### src/rtl/seq_issue_ctrl.sv
// seq_issue_ctrl: instruction issue controller for the sequencer.
//
// Holds a short program that is appended one instruction at a time from
// the board switches. The program is issued one instruction per step pulse,
// or continuously while run is held high. Send instructions (opcode OP_SEND)
// are paced against the UART busy line:
//   - wait for the UART to go idle;
//   - issue the send;
//   - wait for busy to rise, then fall again.
// If busy never rises within TX_TIMEOUT cycles, a sticky error is raised and
// the program moves on.
//
// Ports:
//   clk, rst                    clock, asynchronous active-high reset
//   i_load_inst, i_load_valid   append an instruction (IDLE/HALT, not full)
//   i_clear                     empty the program, pc <- 0, clear tx error
//   i_rewind                    pc <- 0, program kept
//   i_step, i_run               issue one / issue continuously
//   i_tx_busy                   UART transmitter busy
//   o_inst, o_inst_valid        registered instruction and issue strobe
//   o_pc, o_prog_len            next index to issue, number of loaded entries
//   o_full, o_done, o_tx_err    buffer full, program finished, send timeout
module seq_issue_ctrl #(
    parameter int                  INST_WIDTH = 8,
    parameter int                  OP_WIDTH   = 2,
    parameter logic [OP_WIDTH-1:0] OP_SEND    = 2'b11,
    parameter int                  PROG_DEPTH = 16,
    parameter int                  ADDR_WIDTH = 4,
    parameter int                  TX_TIMEOUT = 15
) (
    input  logic                  clk,
    input  logic                  rst,
    input  logic [INST_WIDTH-1:0] i_load_inst,
    input  logic                  i_load_valid,
    input  logic                  i_clear,
    input  logic                  i_rewind,
    input  logic                  i_step,
    input  logic                  i_run,
    input  logic                  i_tx_busy,
    output logic [INST_WIDTH-1:0] o_inst,
    output logic                  o_inst_valid,
    output logic [ADDR_WIDTH:0]   o_pc,
    output logic [ADDR_WIDTH:0]   o_prog_len,
    output logic                  o_full,
    output logic                  o_done,
    output logic                  o_tx_err
);

    localparam int CNT_W = $clog2(TX_TIMEOUT + 1);

    typedef enum logic [2:0] {
        IDLE, ISSUE, TXWAIT, SEND, BUSYWAIT, DRAIN, ADV, HALT
    } state_t;

    state_t                  state;
    logic [INST_WIDTH-1:0]   mem [PROG_DEPTH];
    logic [ADDR_WIDTH:0]     pc;
    logic [ADDR_WIDTH:0]     prog_len;
    logic [CNT_W-1:0]        tmo;
    logic                    load_ok;
    logic                    has_next;
    logic                    go;
    logic                    is_send;
    logic [INST_WIDTH-1:0]   cur_inst;

    assign o_full     = (prog_len == (ADDR_WIDTH+1)'(PROG_DEPTH));
    assign o_pc       = pc;
    assign o_prog_len = prog_len;

    // A clear in the same cycle wins over an append.
    assign load_ok  = i_load_valid && !o_full && !i_clear &&
                      (state == IDLE || state == HALT);
    assign has_next = (pc < prog_len);
    assign go       = (i_step || i_run) && has_next;
    assign cur_inst = mem[pc[ADDR_WIDTH-1:0]];
    assign is_send  = (cur_inst[INST_WIDTH-1 -: OP_WIDTH] == OP_SEND);

    // Program buffer has no reset; contents are only read below prog_len.
    always_ff @(posedge clk) begin
        if (load_ok)
            mem[prog_len[ADDR_WIDTH-1:0]] <= i_load_inst;
    end

    always_ff @(posedge clk or posedge rst) begin
        if (rst) begin
            state        <= IDLE;
            pc           <= '0;
            prog_len     <= '0;
            tmo          <= '0;
            o_inst       <= '0;
            o_inst_valid <= 1'b0;
            o_done       <= 1'b0;
            o_tx_err     <= 1'b0;
        end else begin
            o_inst       <= cur_inst;
            o_inst_valid <= 1'b0;
            o_done       <= 1'b0;
            if (load_ok)
                prog_len <= prog_len + 1'b1;

            if (i_clear) begin
                prog_len <= '0;
                pc       <= '0;
                o_tx_err <= 1'b0;
                state    <= IDLE;
            end else if (i_rewind) begin
                pc    <= '0;
                state <= IDLE;
            end else begin
                // Valid and done are set on the transition into the state
                // that owns them, so they line up with that state's cycle.
                case (state)
                    IDLE: begin
                        if (go) begin
                            if (is_send) begin
                                state <= TXWAIT;
                            end else begin
                                state        <= ISSUE;
                                o_inst_valid <= 1'b1;
                            end
                        end else if (!has_next && prog_len != '0 && !load_ok) begin
                            // A same-cycle append keeps us in IDLE instead of
                            // bouncing through HALT.
                            state  <= HALT;
                            o_done <= 1'b1;
                        end
                    end
                    ISSUE: begin
                        pc    <= pc + 1'b1;
                        state <= IDLE;
                    end
                    TXWAIT: begin
                        if (!i_tx_busy) begin
                            state        <= SEND;
                            o_inst_valid <= 1'b1;
                        end
                    end
                    SEND: begin
                        tmo   <= CNT_W'(TX_TIMEOUT);
                        state <= BUSYWAIT;
                    end
                    BUSYWAIT: begin
                        if (i_tx_busy) begin
                            state <= DRAIN;
                        end else if (tmo <= CNT_W'(1)) begin
                            o_tx_err <= 1'b1;
                            state    <= ADV;
                        end else begin
                            tmo <= tmo - 1'b1;
                        end
                    end
                    DRAIN: begin
                        if (!i_tx_busy)
                            state <= ADV;
                    end
                    ADV: begin
                        pc    <= pc + 1'b1;
                        state <= IDLE;
                    end
                    HALT: begin
                        if (load_ok || has_next)
                            state <= IDLE;
                        else
                            o_done <= 1'b1;
                    end
                    default: state <= IDLE;
                endcase
            end
        end
    end

endmodule

### config.mk
export PLATFORM = sky130hd
export DESIGN_NAME = seq_issue_ctrl
export DESIGN_NICKNAME = d
export VERILOG_FILES = /design/src/rtl/seq_issue_ctrl.sv
export SDC_FILE = /design/constraint.sdc
export NUM_CORES = 1
export LEC_CHECK = 0
export ABC_CLOCK_PERIOD_IN_PS = 3700
export CAP_MARGIN = 25
export CORE_UTILIZATION = 55
export CTS_CLUSTER_DIAMETER = 120
export CTS_CLUSTER_SIZE = 12
export DETAILED_ROUTE_END_ITERATION = 8
export PLACE_DENSITY = 0.74
export SYNTH_ARGS = -nofsm -noshare
export SYNTH_HDL_FRONTEND = slang
export SYNTH_SLANG_ARGS = --single-unit
### constraint.sdc
create_clock -name clk -period 3.7 [get_ports clk]
set_input_delay 0.74 -clock clk [delete_from_list [all_inputs] [get_ports clk]]
set_output_delay 0.74 -clock clk [all_outputs]
set_load 0.01 [all_outputs]
Word-level counts from Yosys, hierarchy flattened
Memories as Yosys holds them, arrays and structs flattened.
Cells that the tools add are included.
Operators by class
  $add $sub $neg: 3
  multipliers: 0
  div/mod/pow operators: 0
  order comparisons: 2
  eq/ne operators: 18
  shift-type cells: 0
  mux-type cells: 38
  bitwise operators: 2
  reductions and logical operators: 24
Operators by type and width (count)
  3-bit two-way mux: 9
  5-bit two-way mux: 5
  3-bit case mux with 7 select lines: 1
  1-bit two-way mux: 17
  3-bit equality test, second input constant: 4
  5-bit by 1-bit adder with 5-bit output, second input constant: 2
  5-bit AND reduction: 2
  4-bit two-way mux: 2
  2-bit inequality test, second input constant: 4
  4-bit inequality test, second input constant: 2
  4-bit case mux with 2 select lines: 1
  2-bit nonzero test: 4
  3-bit by 2-bit equality test with 1-bit output, second input constant: 2
  1-bit logical AND: 6
  5-bit equality test, second input constant: 1
  5-bit < comparator: 1
  5-bit by 4-bit inequality test with 1-bit output, second input constant: 1
  5-bit inequality test, second input constant: 1
  5-bit nonzero test: 1
  4-bit by 1-bit <= comparator with 1-bit output, second input constant: 1
  1-bit zero test: 4
  4-bit by 3-bit inequality test with 1-bit output, second input constant: 1
  1-bit case mux with 2 select lines: 2
  4-bit AND reduction: 1
  9 further kinds: 12
Word-level totals
  flip-flop bits (word level): 28
  latch bits: 0
  memory bits (writable): 128
  bits in read-only memories: 0
  memories: 1
Memories
  mem: words 16, bits a word 8, rd ports 1, clocked after Yosys merged registers in 0, write ports 1, RTL line 56  | logic [INST_WIDTH-1:0] mem [PROG_DEPTH];

Longest topological paths before layout
Gate-level depths: netlist of run 1.
  depth in word-level cells: 12
  gate-level depth with buffers: 9
  depth with buffers taken out: 8

Worst setup path before layout of run 1
OpenSTA, ideal clock, no wires.
  path kind: in2reg
  start: input port i_clear
  end: memory mem[1][0], enable pin
  setup time: 0.395 ns
  arrival: 2.128 ns
  slack: 1.177 ns
  stages on the path: 5
  cell sequence: inv_1 > o211a_4 > nand2_4 > clkbuf_1 > nor4_1
On the way
  longest elaborated chain between the ends: 5
Ends and longest elaborated chain
  start, declared: RTL line 35  | input logic i_clear,
  1-bit zero test: RTL line 71  | assign load_ok = i_load_valid && !o_full && !i_clear &&
  1-bit logical AND (2 in a row): RTL line 71
  1-bit two-way mux: RTL line 80  | if (load_ok)
  1-bit two-way mux (implied by the code): RTL line 81  | mem[prog_len[ADDR_WIDTH-1:0]] <= i_load_inst;
  end, declared: RTL line 56
No other way between the ends.

Worst setup path in the final report of run 1
  start: register prog_len[1] (netlist: o_prog_len[1])
  end: output port o_full
On the way
  longest elaborated chain between the ends: 1
Ends and longest elaborated chain
  start, declared: RTL line 58  | logic [ADDR_WIDTH:0] prog_len;
  start signal, assigned: RTL line 99  | prog_len <= prog_len + 1'b1;
  5-bit equality test: RTL line 66  | assign o_full = (prog_len == (ADDR_WIDTH+1)'(PROG_DEPTH));
  end, declared: RTL line 44  | output logic o_full,
No other way between the ends.

==> results of run 1 <==
[power groups by stage]
stage	sequential [mW]	clock (mW)	combinational, mW
after CTS	2.13	1.67	0.786
after global placement	2.16	0	0.769
after detailed placement	2.16	0	0.782
after global routing	2.15	1.74	0.856
after floorplan	2.12	0	0.529
final	2.13	1.65	0.785
[metrics by stage]
step / util, % / cell area [um2] / hold slack (ps) / setup WS, ps
finish: 66.8 / 7660 / 533 / 842
global route: 66.8 / 7660 / 554 / 769
CTS: 66.8 / 7660 / 532 / 850
detailed placement: 61.8 / 7090 / 516 / 797
global placement: 61.8 / 7090 / 527 / 925
floorplan: - / 6490 / 513 / 1180
[worst paths after layout]
check,startpoint,to,slack [ps],cells past startpoint
max,o_prog_len[1],o_full,840,5
min,o_tx_err,o_tx_err,530,2
max reg2reg,o_prog_len[2],state[2],1090,8
min reg2reg,o_tx_err,o_tx_err,530,2
max in group asynchronous,rst,o_pc[0],2680,3
min in group asynchronous,rst,o_inst[3],700,3
[cell type report]
class                   count  share of cell area (%)
well taps                 143                    2.34
multi-input cells         181                    23.8
clock buffers              19                    5.92
inverters                  17                   0.833
clock inverters            12                    1.49
flip-flops and latches    156                    59.4
repair buffers             52                    6.31
[kinds of logic (layout without fill, tap and decap cells)]
logic type | count (synthesis) | after routing
fa+ha+maj | 11 | 11
xor+xnor | 7 | 7
buf+inv | 34 | 100
flops | 156 | 156
compound gates | 34 | 34
mux | 39 | 39
simple gates | 90 | 90
[sequential cells by signal, summed over array words and instances (netlist names)]
name	cells
mem	128
o_inst	8
o_pc	5
o_prog_len	5
tmo	4
state	3
o_done	1
o_inst_valid	1
o_tx_err	1
[metal layers]
metal / GRT usage [%] / up-vias / routed length, um
met1: 31.3 / 1789 / 5400
met2: 37.2 / 136 / 6630
met5: 0 / - / 0
met3: 8.73 / 8 / 1070
li1: - / 1577 / -
met4: 6.58 / 0 / 131
[cells in the final DEF (no fill, tap or decap), types with 4 or more instances in the layout]
cell / synthesis / layout
and2_1: 4 / 4
nor3_1: 8 / 8
nand2_1: 15 / 15
clkdlybuf4s50_1: 0 / 37
nand3_1: 14 / 14
buf_4: 0 / 15
o21ai_0: 5 / 5
clkinv_4: 0 / 4
dfrtp_1: 28 / 27
nor4_2: 1 / 5
a21oi_1: 5 / 5
edfxtp_1: 128 / 128
ha_1: 11 / 11
xnor2_1: 5 / 5
nor2_1: 21 / 21
inv_1: 17 / 17
clkbuf_16: 0 / 17
a31oi_1: 4 / 4
mux4_2: 38 / 38
[critical path, cell delays in order (launching register included)]
cell,delay (ps)
dfrtp_1,460
inv_1,140
ha_1,260
nand3_1,210
inv_1,90
clkdlybuf4s50_1,530
==> flow_summary_export.csv, run 1 <==
group,metric,value,unit
sta,min_period,2860,ps
cells_and_area,diodes,0,
cells_and_area,layout.nets,452,
yosys,synth.distinct_cells,50,
detailed_routing,first_pass_iters,4,
sta,worst_pin_slew,754,ps
power,leakagePower,2.63,nW
detailed_routing,drtIter0Drc,246,
detailed_routing,detail-route-antenna-nets,0,
power,swShare,26.7,%
power,p_per_area,596,nW/um2
sta,slew_headroom,49.5,%
yosys,seq_area_frac_synth,70.0,%
flow_run,drv_cap,0,
yosys,yosys_warnings,0,
clock_tree,post_cts_buffers,0,
detailed_routing,avgViaCountPerCell,6.05,
yosys,ys_seq_elements,156,
worst_setup_path,crit_arrival,2120,ps
yosys,synth_top_area_share,59.2,%
floorplanning,start_util,56.6,%
yosys,synth_common_cells,"128 x edfxtp_1, 38 x mux4_2, 28 x dfrtp_1",
place,numPortBuffers,37,
clock_tree,holdBufCountCts,0,
yosys,synth_area_leader_cell,"edfxtp_1",
sta,grt_setup_unrepaired,"false",
power,ir_drop,0.612,mV
sta,maxSlewViolCount,0,
floorplanning,num_rows,39,
clock_tree,clk_path_buf_depth,2,
sta,fin_setup_tns,0,ps
power,seqPwrFrac,46.7,%
grt,grt_first_pass_wirelength,20.7,mm
floorplanning,ios,38,
power,p_int,3.34,mW
worst_setup_path,cp-start-kind,"flop",
cells_and_area,instances_no_fill,580,
worst_setup_path,crit_path_max_fanout,6,
yosys,yosys_most_used_dff,"edfxtp_1",
floorplanning,die_area,12200,um2
floorplanning,die_w,111,um
worst_setup_path,crit_type,"reg2out",
floorplanning,core-area,11500,um2
power,finalPower,4.56,mW
clock_tree,h-tree-depth,4,
yosys,synthXorXnorAreaFrac,0.945,%
clock_tree,tritoncts,"done",
cells_and_area,fillCellCount,752,
sta,skew,10.8,ps
worst_setup_path,cp.required,2960,ps
power,combPwrFrac,17.2,%
grt,antenna_found_initial,0,
yosys,synth_edf_count,128,
yosys,synth_top_family_by_area,"multiplexers",
grt,grt_max_degree,37,
min_path,min_path_type,"reg2reg",
clock_tree,cts_sinks,156,
yosys,synth_area_per_cell,17.5,um2
yosys,synth.most_common_cell,"edfxtp_1",
yosys,synth_compound_area_share,3.78,%
yosys,syn_inst,371,
sta,final_hold_viol_count,0,
cells_and_area,multiInputGateArea,1820,um2
sta,setup_viol,0,
yosys,netlist_area,6490,um2
power,clkPwrFrac,36.1,%
yosys,syn-num-nets,398,
worst_setup_path,critPathCaptureType,"output pin",
clock_tree,clk_latency,430,ps
place,place_congestion,0.860,
clock_tree,clk_pin_slew,60,ps
sta,fmax,0.350,GHz
detailed_routing,routedWlPerCell,22.8,um
grt,grt_pass1_vias,3564,
power,power_switching,1.22,mW
outcome,status,"finished clean",
yosys,muxShareOfSynthArea,13.3,%
grt,grt_overflow_total,0,
clock_tree,cts-buffers-inserted,17,
floorplanning,die_h,111,um
cells_and_area,area_delta_synth_final,18.0,%
clock_tree,cts_resized,0,
cells_and_area,drive_gt1_share,21.7,%
grt,track_usage,23.7,%
cells_and_area,regArea,4550,um2
detailed_routing,drc,0,
place,dp_hpwl,8.73,mm
yosys,yosys.area_share.simple,7.46,%
clock_tree,cts-root-buf,"clkbuf_16",
yosys,synth-adder-area-share,2.12,%
yosys,async_flop_share,17.9,%
detailed_routing,vias,3510,
sta,layout_worst_path_cycle_share,77.2,%
detailed_routing,routed_wl,13.2,mm
yosys,synth_area_leaders,"edfxtp_1 59%, mux4_2 13%, dfrtp_1 11%, ha_1 2.1%, nor2_1 1.2%",
place,dpl.cell_count,549,
(Power assumes the default switching activity.)
==> inputs of run 2 (changes only) <==
ABC_CLOCK_PERIOD_IN_PS = 2600   (was 3700)
CORE_UTILIZATION = 53   (was 55)
PLACE_DENSITY = 0.75   (was 0.74)
clock period = 2.6 ns   (was 3.7 ns; I/O delays follow)
==> run 2 against run 1 <==
First-iteration DRC count up 9.8%. Clock skew down 5.6 ps. Global-route usage down 1.4 points. Critical endpoint unchanged.
==> flow_summary_export.csv, run 2 (synthesized netlist as in run 1, its figures left out) <==
group,metric,value,unit
grt,grt_first_pass_wirelength,20.0,mm
outcome,status,"finished clean",
clock_tree,cts_sinks,156,
grt,grt_pass1_vias,3565,
min_path,min_path_type,"in2async",
detailed_routing,first_pass_iters,4,
clock_tree,cts_resized,1,
floorplanning,core-area,12000,um2
place,post_dp_cell_area,7180,um2
detailed_routing,vias,3529,
floorplanning,ios,38,
clock_tree,post_cts_buffers,0,
worst_setup_path,rr_startpoint,"o_prog_len[1]",
clock_tree,clk_path_buf_depth,2,
sta,worst_pin_slew,560,ps
floorplanning,die_area,12700,um2
floorplanning,start_util,54.2,%
grt,track_usage,22.2,%
flow_run,drv_cap,0,
sta,grt_setup_unrepaired,"false",
sta,layout_worst_path_cycle_share,95.9,%
worst_setup_path,reg2reg_slack,330,ps
clock_tree,cts-buffers-inserted,17,
worst_setup_path,cp-start-kind,"flop",
floorplanning,die_h,113,um
power,leakagePower,2.68,nW
sta,maxSlewViolCount,0,
cells_and_area,layout.nets,463,
worst_setup_path,reg2reg_to,"state[2]",
clock_tree,clk_pin_slew,60,ps
worst_setup_path,reg2reg_depth,8,
worst_setup_path,cp.required,2080,ps
detailed_routing,detail-route-antenna-nets,0,
detailed_routing,routed_wl,12.7,mm
worst_setup_path,crit_end,"o_full",
worst_setup_path,crit_type,"reg2out",
clock_tree,h-tree-depth,4,
cells_and_area,diodes,0,
place,numPortBuffers,37,
power,ir_drop,0.614,mV
clock_tree,holdBufCountCts,0,
cells_and_area,drive_gt1_share,24.1,%
place,dp_hpwl,8.37,mm
sta,skew,5.15,ps
detailed_routing,drtIter0Drc,270,
sta,final_hold_viol_count,0,
clock_tree,clk_latency,420,ps
cells_and_area,final_common_cell,"edfxtp_1",
cells_and_area,final_area,7760,um2
power,finalPower,6.51,mW
detailed_routing,drc,0,
sta,fin_setup_tns,0,ps
floorplanning,num_rows,40,
worst_setup_path,crit_path_max_fanout,6,
worst_setup_path,crit_arrival,1970,ps
grt,grt_max_degree,37,
power,p_per_area,840,nW/um2
detailed_routing,avgViaCountPerCell,5.92,
clock_tree,cts-root-buf,"clkbuf_16",
worst_setup_path,startpoint,"o_prog_len[1]",
worst_setup_path,critPathCaptureType,"output pin",
detailed_routing,routedWlPerCell,21.3,um
cells_and_area,largest_reg_flops,128,
sta,fmax,0.401,GHz
sta,setup_viol,0,
sta,slew_headroom,62.5,%
place,place_congestion,0.828,
floorplanning,die_w,113,um
clock_tree,tritoncts,"done",
grt,grt_overflow_total,0,
sta,min_period,2490,ps
sta,hold_slack,487,ps
grt,antenna_found_initial,0,
cells_and_area,layout_common_cells,"128 x edfxtp_1, 38 x mux4_2, 37 x clkdlybuf4s50_1",
cells_and_area,area_delta_synth_final,19.6,%
==> run 2: changes by cell type in the layout (fill, tap and decap cells not counted), sizes merged <==
| cell | before | now |
|---|---|---|
| buf | 15 | 26 |
| clkbuf | 19 | 17 |
| clkinv | 7 | 6 |
| clkinvlp | 1 | 3 |
| inv | 20 | 22 |
==> run 2: per-layer routing <==
layer | vias up | wire length (um) | track usage [%]
met5 | - | 0 | 0
met4 | 0 | 257 | 9.69
met3 | 22 | 879 | 5.02
met2 | 128 | 6060 | 34.0
met1 | 1778 | 5470 | 31.1
li1 | 1601 | - | -
==> run 2: cell type report <==
class | instances | area (um2)
Sequential cell | 156 | 4550
Fill cell | 822 | 4200
Multi-Input combinational cell | 181 | 1820
Timing Repair Buffer | 63 | 578
Clock buffer | 17 | 425
Tap cell | 147 | 184
Clock inverter | 15 | 140
Inverter | 17 | 63.8
==> run 2: metrics by stage <==
stage | utilization, % | std cells | worst slack (ps)
final | 64.9 | 596 | 107
after CTS | 64.8 | 596 | 32.9
after detailed placement | 60.1 | 564 | 244
after global placement | 60.1 | 564 | 291
after global routing | 64.9 | 596 | 12.9
after floorplan | - | 371 | 173
==> run 2: worst min path at each step <==
stage | start | end | slack, ps
2_1_floorplan | tmo[3] | tmo[3] | 510
3_3_place_gp | o_tx_err | o_tx_err | 490
3_5_place_dp | o_tx_err | o_tx_err | 490
4_1_cts | rst | o_inst[5] | 500
5_1_grt | rst | o_inst[5] | 520
6_report | rst | o_inst[5] | 490
==> run 2: power by group <==
part           switching (mW)  total, mW  internal (mW)  leakage (nW)
clock network            1.00       2.33           1.33         0.269
logic                   0.609       1.18          0.573         0.898
registers               0.138       3.00           2.86          1.52
total                    1.75       6.51           4.77          2.68
==> run 2: critical path, cell delays in order, from the launching register on <==
cell and delay [ps]:
dfrtp_1 440, inv_1 130, ha_2 250, nand3_2 130
inv_1 90, clkdlybuf4s50_1 530
==> inputs of run 3 (changes only) <==
ABC_CLOCK_PERIOD_IN_PS = default   (was 2600)
CORE_UTILIZATION = 55   (was 53)
PLACE_DENSITY = 0.74   (was 0.75)
clock period = 2.89 ns   (was 2.6 ns; I/O delays follow)
==> run 3 against run 2 <==
Non-clock buffer count shrank 4. Register-to-register slack gained 120 ps. Cell count shrank 1.3%. Die area shrank 3.6%. Worst setup slack gained 74 ps. Clock skew grew 7.4 ps. Largest power group unchanged. Largest cell class unchanged. Highest routed layer unchanged.
==> flow_summary_export.csv, run 3 (synthesized netlist as in run 1, its figures left out) <==
group,metric,value,unit
outcome,status,"finished clean",
worst_setup_path,crit_type,"reg2out",
sta,fin_setup_tns,0,ps
floorplanning,die_w,111,um
cells_and_area,drive_gt1_share,22.9,%
grt,antenna_found_initial,0,
detailed_routing,first_pass_iters,5,
clock_tree,cts_resized,0,
cells_and_area,fillCellCount,758,
worst_setup_path,critical-path-top-delay-family,"buffers and inverters",
detailed_routing,routedWlPerCell,21.9,um
detailed_routing,routed_wl,12.9,mm
grt,track_usage,23.1,%
min_path,hold_depth,2,
cells_and_area,largest_reg_flops,128,
worst_setup_path,critPathMaxStageDelay,530,ps
power,leakagePower,2.66,nW
floorplanning,die_area,12200,um2
clock_tree,cts-root-buf,"clkbuf_16",
flow_run,drv_cap,0,
cells_and_area,final_area,7700,um2
cells_and_area,layout_common_cells,"128 x edfxtp_1, 38 x mux4_2, 37 x clkdlybuf4s50_1",
cells_and_area,area_delta_synth_final,18.7,%
grt,grt_pass1_vias,3534,
sta,min_period,2710,ps
sta,worst_pin_slew,630,ps
worst_setup_path,crit_path_max_fanout,8,
clock_tree,holdBufCountCts,0,
min_path,min_path_type,"reg2reg",
worst_setup_path,cp.required,2310,ps
clock_tree,cts_sinks,156,
worst_setup_path,reg2reg_depth,8,
clock_tree,clk_pin_slew,60,ps
worst_setup_path,cp_num_cells,5,
floorplanning,die_h,111,um
detailed_routing,drtIter0Drc,343,
sta,slew_headroom,57.9,%
worst_setup_path,cpMaxStageDelayCell,"clkdlybuf4s50_1",
cells_and_area,final_util,67.1,%
clock_tree,h-tree-depth,4,
power,finalPower,5.81,mW
floorplanning,core-area,11500,um2
cells_and_area,diodes,0,
worst_setup_path,path_cells,"inv_1 > ha_1 > nand3_1 > inv_1 > clkdlybuf4s50_1",
sta,hold_slack,509,ps
grt,grt_overflow_total,0,
clock_tree,clk_path_buf_depth,2,
cells_and_area,instances_no_fill,588,
floorplanning,num_rows,39,
place,post_dp_cell_area,7140,um2
cells_and_area,layout.nets,459,
worst_setup_path,critPathCaptureType,"output pin",
sta,maxSlewViolCount,0,
detailed_routing,detail-route-antenna-nets,0,
sta,grt_setup_unrepaired,"false",
worst_setup_path,path_common_cell,"inv_1",
grt,grt_first_pass_wirelength,20.1,mm
worst_setup_path,crit_arrival,2130,ps
sta,setup_ws,182,ps
cells_and_area,final_common_cell,"edfxtp_1",
grt,grt_max_degree,37,
place,numPortBuffers,37,
place,dpl.cell_count,556,
floorplanning,start_util,56.6,%
detailed_routing,drc,0,
clock_tree,tritoncts,"done",
worst_setup_path,worst-path-buf-inv,3,
sta,fmax,0.369,GHz
sta,skew,12.5,ps
place,place_congestion,0.850,
clock_tree,clk_latency,430,ps
detailed_routing,avgViaCountPerCell,6.05,
power,ir_drop,0.753,mV
place,dp_hpwl,8.23,mm
worst_setup_path,cp-start-kind,"flop",
sta,final_hold_viol_count,0,
place,place_ws,404,ps
floorplanning,ios,38,
sta,setup_viol,0,
power,p_per_area,755,nW/um2
sta,layout_worst_path_cycle_share,93.7,%
clock_tree,post_cts_buffers,0,
detailed_routing,vias,3560,
clock_tree,cts-buffers-inserted,17,
run 3: path summary, 6_finish.rpt:
path,from,end,slack [ps]
setup / recovery,o_prog_len[0],o_full,180
hold / removal,o_tx_err,o_tx_err,510
setup reg to reg,o_prog_len[3],state[2],450
hold reg to reg,o_tx_err,o_tx_err,510
max in group asynchronous,rst,o_pc[0],2040
min in group asynchronous,rst,o_inst[1],520
run 3: cell type report:
type                            count  area, um2  share of cell area [%]
Multi-Input combinational cell    181       1820                    23.6
Clock inverter                     13        114                    1.48
Tap cell                          143        179                    2.32
Inverter                           17       63.8                   0.829
Sequential cell                   156       4550                    59.0
Timing Repair Buffer               59        536                    6.95
Clock buffer                       19        443                    5.75
run 3: tightest hold or removal path: cells and delay by family, from the launching register on:
kind            cells  cell delay, ps
simple gates        1              70
compound gates      1              40
flops               1             360
run 3: layer usage:
metal  part of all wire (%)  up-vias  global-route usage [%]
met2                     48      140                    34.5
met3                    7.0       29                    6.81
met4                    2.4        0                    9.87
met5                      0        -                       0
met1                     43     1796                    31.9
li1                       -     1595                       -
run 3: where the power goes:
part | internal (mW) | total [mW] | switching [mW]
clock | 1.21 | 2.07 | 0.865
combinational | 0.489 | 1.02 | 0.529
sequential | 2.57 | 2.72 | 0.147
total | 4.27 | 5.81 | 1.54
